<file path="config.mk">
export PLATFORM = sky130hd
export DESIGN_NAME = sliding_window
export DESIGN_NICKNAME = d
export VERILOG_FILES = /design/src/rtl/cnn_pkg.sv /design/src/rtl/line_buffer.sv /design/src/rtl/sliding_window.sv
export SDC_FILE = /design/constraint.sdc
export NUM_CORES = 1
export LEC_CHECK = 0
export BUFFER_PORTS_ARGS = -buffer_cell sky130_fd_sc_hd__buf_2
export CAP_MARGIN = 20
export CORE_MARGIN = 2
export CORE_UTILIZATION = 33
export CTS_CLUSTER_DIAMETER = 50
export DETAILED_ROUTE_END_ITERATION = 8
export PLACE_DENSITY = 0.6
export SLEW_MARGIN = 10
export SYNTH_ARGS = -nofsm -noshare
export SYNTH_HDL_FRONTEND = slang
export SYNTH_SLANG_ARGS = --single-unit
</file>
<file path="constraint.sdc">
create_clock -name clk -period 2.8 [get_ports clk]
set_input_delay 0.14 -clock clk [delete_from_list [all_inputs] [get_ports clk]]
set_output_delay 0.14 -clock clk [all_outputs]
set_load 0.01 [all_outputs]
</file>
<file path="src/rtl/cnn_pkg.sv">
// Shared definitions for the convolution datapath: pixel type, parameter legality and counter widths.
package cnn_pkg;

  localparam int PIXEL_W = 8;
  typedef logic [PIXEL_W-1:0] pixel_t;

  function automatic bit kernel_legal(input int k);
    return (k == 3) || (k == 5);
  endfunction

  function automatic bit dims_legal(input int k, input int w, input int h);
    return (w >= k) && (h >= k);
  endfunction

  function automatic int col_w(input int img_width);
    return $clog2(img_width);
  endfunction

  function automatic int row_w(input int img_height);
    return $clog2(img_height);
  endfunction

endpackage

</file>
<file path="src/rtl/line_buffer.sv">
// Single-row delay line: dout is the value written DEPTH enables ago; state advances only on en.
// Circular register array, read-before-write at the same pointer; no backpressure of its own.
module line_buffer #(
  parameter int DEPTH      = 25,
  parameter int DATA_WIDTH = 8
) (
  input  logic                  clk,
  input  logic                  rst_n,
  input  logic                  en,
  input  logic [DATA_WIDTH-1:0] din,
  output logic [DATA_WIDTH-1:0] dout
);

  if (DEPTH == 0) begin : g_bypass
    assign dout = din;
  end else begin : g_mem
    localparam int PW = (DEPTH > 1) ? $clog2(DEPTH) : 1;

    logic [DATA_WIDTH-1:0] mem [0:DEPTH-1];
    logic [PW-1:0]         ptr;

    always_ff @(posedge clk or negedge rst_n) begin
      if (!rst_n) begin
        ptr <= '0;
      end else if (en) begin
        ptr <= (ptr == PW'(DEPTH - 1)) ? '0 : ptr + 1'b1;
      end
    end

    // Contents are deliberately left unreset; they are refilled before any window uses them.
    always_ff @(posedge clk) begin
      if (en) begin
        mem[ptr] <= din;
      end
    end

    assign dout = mem[ptr];
  end

endmodule

</file>
<file path="src/rtl/sliding_window.sv">
// Streams raster pixels into K-1 line buffers and a KxK shift window; one registered window per completing pixel.
// Window valid one cycle after the completing pixel; pixel_ready = !window_valid || window_ready.
module sliding_window
  import cnn_pkg::*;
#(
  parameter int KERNEL_SIZE = 3,
  parameter int DATA_WIDTH  = 8,
  parameter int IMG_WIDTH   = 28,
  parameter int IMG_HEIGHT  = 28
) (
  input  logic                  clk,
  input  logic                  rst_n,
  input  logic                  pixel_valid,
  output logic                  pixel_ready,
  input  logic [DATA_WIDTH-1:0] pixel_in,
  output logic                  window_valid,
  input  logic                  window_ready,
  output logic [DATA_WIDTH-1:0] window_out [0:KERNEL_SIZE-1][0:KERNEL_SIZE-1],
  output logic                  frame_done
);

  localparam int K        = KERNEL_SIZE;
  localparam int COL_W    = col_w(IMG_WIDTH);
  localparam int ROW_W    = row_w(IMG_HEIGHT);
  localparam int LB_DEPTH = IMG_WIDTH - KERNEL_SIZE;

  if (!kernel_legal(K)) begin : g_bad_kernel
    $error("sliding_window: KERNEL_SIZE must be 3 or 5");
  end
  if (!dims_legal(K, IMG_WIDTH, IMG_HEIGHT)) begin : g_bad_dims
    $error("sliding_window: image dimensions must be >= KERNEL_SIZE");
  end

  logic [COL_W-1:0]      col;
  logic [ROW_W-1:0]      row;
  logic                  accept;
  logic                  complete;
  logic                  last_px;
  logic [DATA_WIDTH-1:0] lb_out [0:K-2];

  assign pixel_ready = !window_valid || window_ready;
  assign accept      = pixel_valid && pixel_ready;
  assign complete    = accept && (row >= ROW_W'(K - 1)) && (col >= COL_W'(K - 1));
  assign last_px     = (row == ROW_W'(IMG_HEIGHT - 1)) && (col == COL_W'(IMG_WIDTH - 1));

  always_ff @(posedge clk or negedge rst_n) begin
    if (!rst_n) begin
      col <= '0;
      row <= '0;
    end else if (accept) begin
      if (col == COL_W'(IMG_WIDTH - 1)) begin
        col <= '0;
        row <= last_px ? '0 : row + 1'b1;
      end else begin
        col <= col + 1'b1;
      end
    end
  end

  // Pixels leaving the left edge of window row r+1 re-enter at the right of row r one image row later.
  for (genvar i = 0; i < K - 1; i++) begin : g_lb
    line_buffer #(
      .DEPTH      (LB_DEPTH),
      .DATA_WIDTH (DATA_WIDTH)
    ) u_line_buffer (
      .clk   (clk),
      .rst_n (rst_n),
      .en    (accept),
      .din   (window_out[i+1][0]),
      .dout  (lb_out[i])
    );
  end

  // The shift window doubles as the output register: it only moves on accept, and accept is
  // blocked while a presented window is stalled, so window_out stays stable under backpressure.
  always_ff @(posedge clk or negedge rst_n) begin
    if (!rst_n) begin
      for (int r = 0; r < K; r++) begin
        for (int c = 0; c < K; c++) begin
          window_out[r][c] <= '0;
        end
      end
    end else if (accept) begin
      for (int r = 0; r < K; r++) begin
        for (int c = 0; c < K - 1; c++) begin
          window_out[r][c] <= window_out[r][c+1];
        end
      end
      for (int r = 0; r < K - 1; r++) begin
        window_out[r][K-1] <= lb_out[r];
      end
      window_out[K-1][K-1] <= pixel_in;
    end
  end

  always_ff @(posedge clk or negedge rst_n) begin
    if (!rst_n) begin
      window_valid <= 1'b0;
      frame_done   <= 1'b0;
    end else begin
      frame_done <= complete && last_px;
      if (complete) begin
        window_valid <= 1'b1;
      end else if (window_ready) begin
        window_valid <= 1'b0;
      end
    end
  end

endmodule

</file>
==> reports/results.ini <==
[setup_path]
critPathMaxStageDelay_ns=0.82
startpoint=g_lb[1].u_line_buffer.g_mem.ptr[0]
cp.arrival_ns=3.03
critPathRequiredTime_ns=3.20
crit_chain=mux4_2 > and2_1 > a2111oi_0 > nor4_1
end_kind=flip-flop
crit_path_top_delay_cell=a2111oi_0
r2r-end=window_out[26]
startpoint_type=flip-flop
critical_path.max_fanout=26
crit_type=flip-flop to flip-flop
reg2reg_slack_ns=0.16
ff2ff_path_depth=4
crit_end=window_out[26]
reg2reg_from=g_lb[1].u_line_buffer.g_mem.ptr[0]

[layout]
final_area_um2=23100
area_growth_syn_to_layout_pct=17.5
diodes=0
final_util_pct=39.1
layout_common_cells=edfxtp_1, nand2_1, dfrtp_1
drive_gt1_share_pct=23.9
layout.nets=1390
final_common_cell=edfxtp_1

[drt]
drc=0
routed_wl_um=46700
drt_pass1_iterations=5
vias=11000
drt-initial-drc-count=935
via_per_inst=5.06
postRouteAntennaNets=0
detail_route.wl_per_cell_um=21.5

[floorplan]
fp.dieW_um=248
rows=89
floorplan.initialDensity_pct=33.3
die_y_um=248
io_pins=87
die_area_um2=61600
core-area_um2=59000

[power]
p_int_mw=16.2
p_sw_share_pct=32.3
netSwitchingPower_mw=7.72
p_per_area_nw_per_um2=1030
p_seq_share_pct=45.5
p_leak_nw=8.44
vdd_drop_max_uv=617
power_frac_comb_pct=27.0
pwr-share-clk_pct=27.5

[global_route]
grtUsageMet1_pct=20.9
busiest_layer=met2
antenna_found_initial=1
gr-total-overflow=0
grt_pass1_vias=11000
grt_pass1_wl_um=69600
use_met3_pct=2.88
gr-usage-all-layers_pct=15.1
grt_max_degree=67
grt_util_met2_pct=24.4

[timing]
setup_viol=0
slew_viol_final=0
min_period_over_period_pct=94.2
final-hold-violation-count=0
fin_tns_setup_ns=0
worst_slew_margin_rel_pct=27.6
tightest_slew_ns=1.09
finClkSkew_ns=0.0145
finalCriticalPeriod_ns=2.64
max_freq_ghz=0.379
rsz0062_at_grt=no

[synth]
synth_cell_types=62
synth_edf_count=400
synthFlopType=edfxtp_1
syn-cell-area_um2=19700
ys_ff_latch=494
yosysWarnings=0
synth.avg_cell_area_um2=16.3
async_reset_ff_share_pct=19.0
netlist_instances=1206
syn-num-nets=1230
ys_seq_area_share_pct=73.0

[clocking]
cts_buffers=48
post_cts_buffers=0
clk_latency_ns=0.57
path_clk_slew_ns=0.06
htree_levels=2
cts_tree=done
clock_sinks=494
cts_root_buf=clkbuf_16
cts_max_path_buffers=3

[placement]
port_buffers=86
gp_congestion=0.842
hpwl_um=30200
place_area_um2=21400

[run]
maxCapViolCount=0

[worst_hold_path]
hold_path_class=input port to asynchronous set/reset pin

[outcome]
status=finished clean

==> flip-flops by register name (all words and copies together), names as in the netlist <==
name / cells
frame_done: 1
row: 5
window_out: 72
g_lb.u_line_buffer.g_mem.mem: 400
col: 5
g_lb.u_line_buffer.g_mem.ptr: 10
window_valid: 1
==> through the flow <==
stage	instances	worst slack [ns]	power, mW	hold WS, ns
2_1_floorplan	1206	0.176	14.6	-0.156
3_3_place_gp	2079	0.266	17.4	0.160
3_5_place_dp	2079	0.278	17.5	0.168
4_1_cts	2176	0.236	24.1	0.0663
5_1_grt	2177	0.125	25.0	0.102
6_report	2177	0.163	23.9	0.102
==> cell families (layout without fill, tap and decap cells) <==
group                    after synthesis  count (layout)  synth area share [%]
buffers and inverters                 75             273                  1.93
adder cells (fa/ha/maj)               12              12                 0.764
multiplexers                         142             142                  11.9
XOR/XNOR                               6               6                 0.267
flip-flops                           494             494                  73.0
AO/OA/AOI/OAI                         89              89                  3.42
AND/OR/NAND/NOR                      388             388                  8.71
==> power groups by stage <==
stage | combinational [mW] | sequential [mW] | clock [mW]
after floorplan | 4.05 | 10.6 | 0
after global placement | 6.38 | 11.0 | 0
after detailed placement | 6.44 | 11.0 | 0
after CTS | 6.48 | 10.9 | 6.70
after global routing | 7.00 | 11.0 | 6.98
final | 6.46 | 10.9 | 6.56
==> cell type report <==
class / instances / area, um2
clock buffer: 76 / 1430
clock inverter: 12 / 166
timing repair buffer: 176 / 1200
inverter: 9 / 33.8
fill: 5423 / 35900
multi-input combinational: 637 / 4930
sequential: 494 / 14400
tap: 773 / 967
==> cells in the mapped netlist, types with 4 or more instances <==
| master | count | area share (%) |
|---|---|---|
| o22ai_1 | 6 | 0.19 |
| nand3_1 | 33 | 0.84 |
| nor3_1 | 7 | 0.18 |
| buf_6 | 7 | 0.40 |
| and2_1 | 8 | 0.25 |
| edfxtp_1 | 400 | 61 |
| ha_1 | 12 | 0.76 |
| and3_1 | 12 | 0.38 |
| nor2b_1 | 12 | 0.38 |
| inv_1 | 6 | 0.11 |
| buf_2 | 15 | 0.38 |
| a21oi_1 | 12 | 0.31 |
| buf_4 | 4 | 0.15 |
| clkbuf_1 | 31 | 0.59 |
| nand2_1 | 207 | 4.0 |
| dfrtp_1 | 94 | 12 |
| o32a_1 | 5 | 0.25 |
| mux4_2 | 71 | 8.1 |
| o211a_1 | 4 | 0.20 |
| mux2i_1 | 53 | 2.7 |
| mux2_2 | 18 | 1.0 |
| o2111ai_1 | 5 | 0.22 |
| nor2_1 | 76 | 1.5 |
| nand4_1 | 7 | 0.22 |
| o21ai_0 | 7 | 0.18 |
| buf_1 | 8 | 0.15 |
| and4_1 | 4 | 0.18 |
| a2111oi_0 | 6 | 0.27 |
| a22oi_1 | 13 | 0.50 |
| a22o_1 | 4 | 0.18 |
==> routing by layer <==
layer	vias to the layer above	routed length (um)
met1	5664	20500
li1	4933	-
met5	-	13
met3	76	2900
met2	339	22300
met4	2	1030
==> how the worst min path moves through the flow <==
| stage | from | slack (ns) | cells after the start | to |
|---|---|---|---|---|
| 2_1_floorplan | rst_n | -0.16 | 0 | col[0] |
| 3_3_place_gp | rst_n | 0.16 | 1 | window_out[68] |
| 3_5_place_dp | rst_n | 0.17 | 1 | window_out[68] |
| 4_1_cts | pixel_valid | 0.07 | 4 | g_lb[1].u_line_buffer.g_mem.ptr[3] |
| 5_1_grt | pixel_valid | 0.10 | 4 | g_lb[1].u_line_buffer.g_mem.ptr[3] |
| 6_report | rst_n | 0.10 | 2 | window_out[68] |
==> repair_timing <==
item,CTS,global route
hold buffers,9,0
gates resized for setup,0,1
endpoints found under the hold margin,47,0
endpoints found under the setup margin,0,1
==> worst max-delay path, delay by kind of cell (launching register included) <==
kind | cells | cell delay, ns
AOI/OAI and AO/OA | 1 | 0.82
DFF | 1 | 0.77
muxes | 1 | 0.56
and+or+nand+nor | 2 | 0.30
Power figures use the tool's default switching activity.
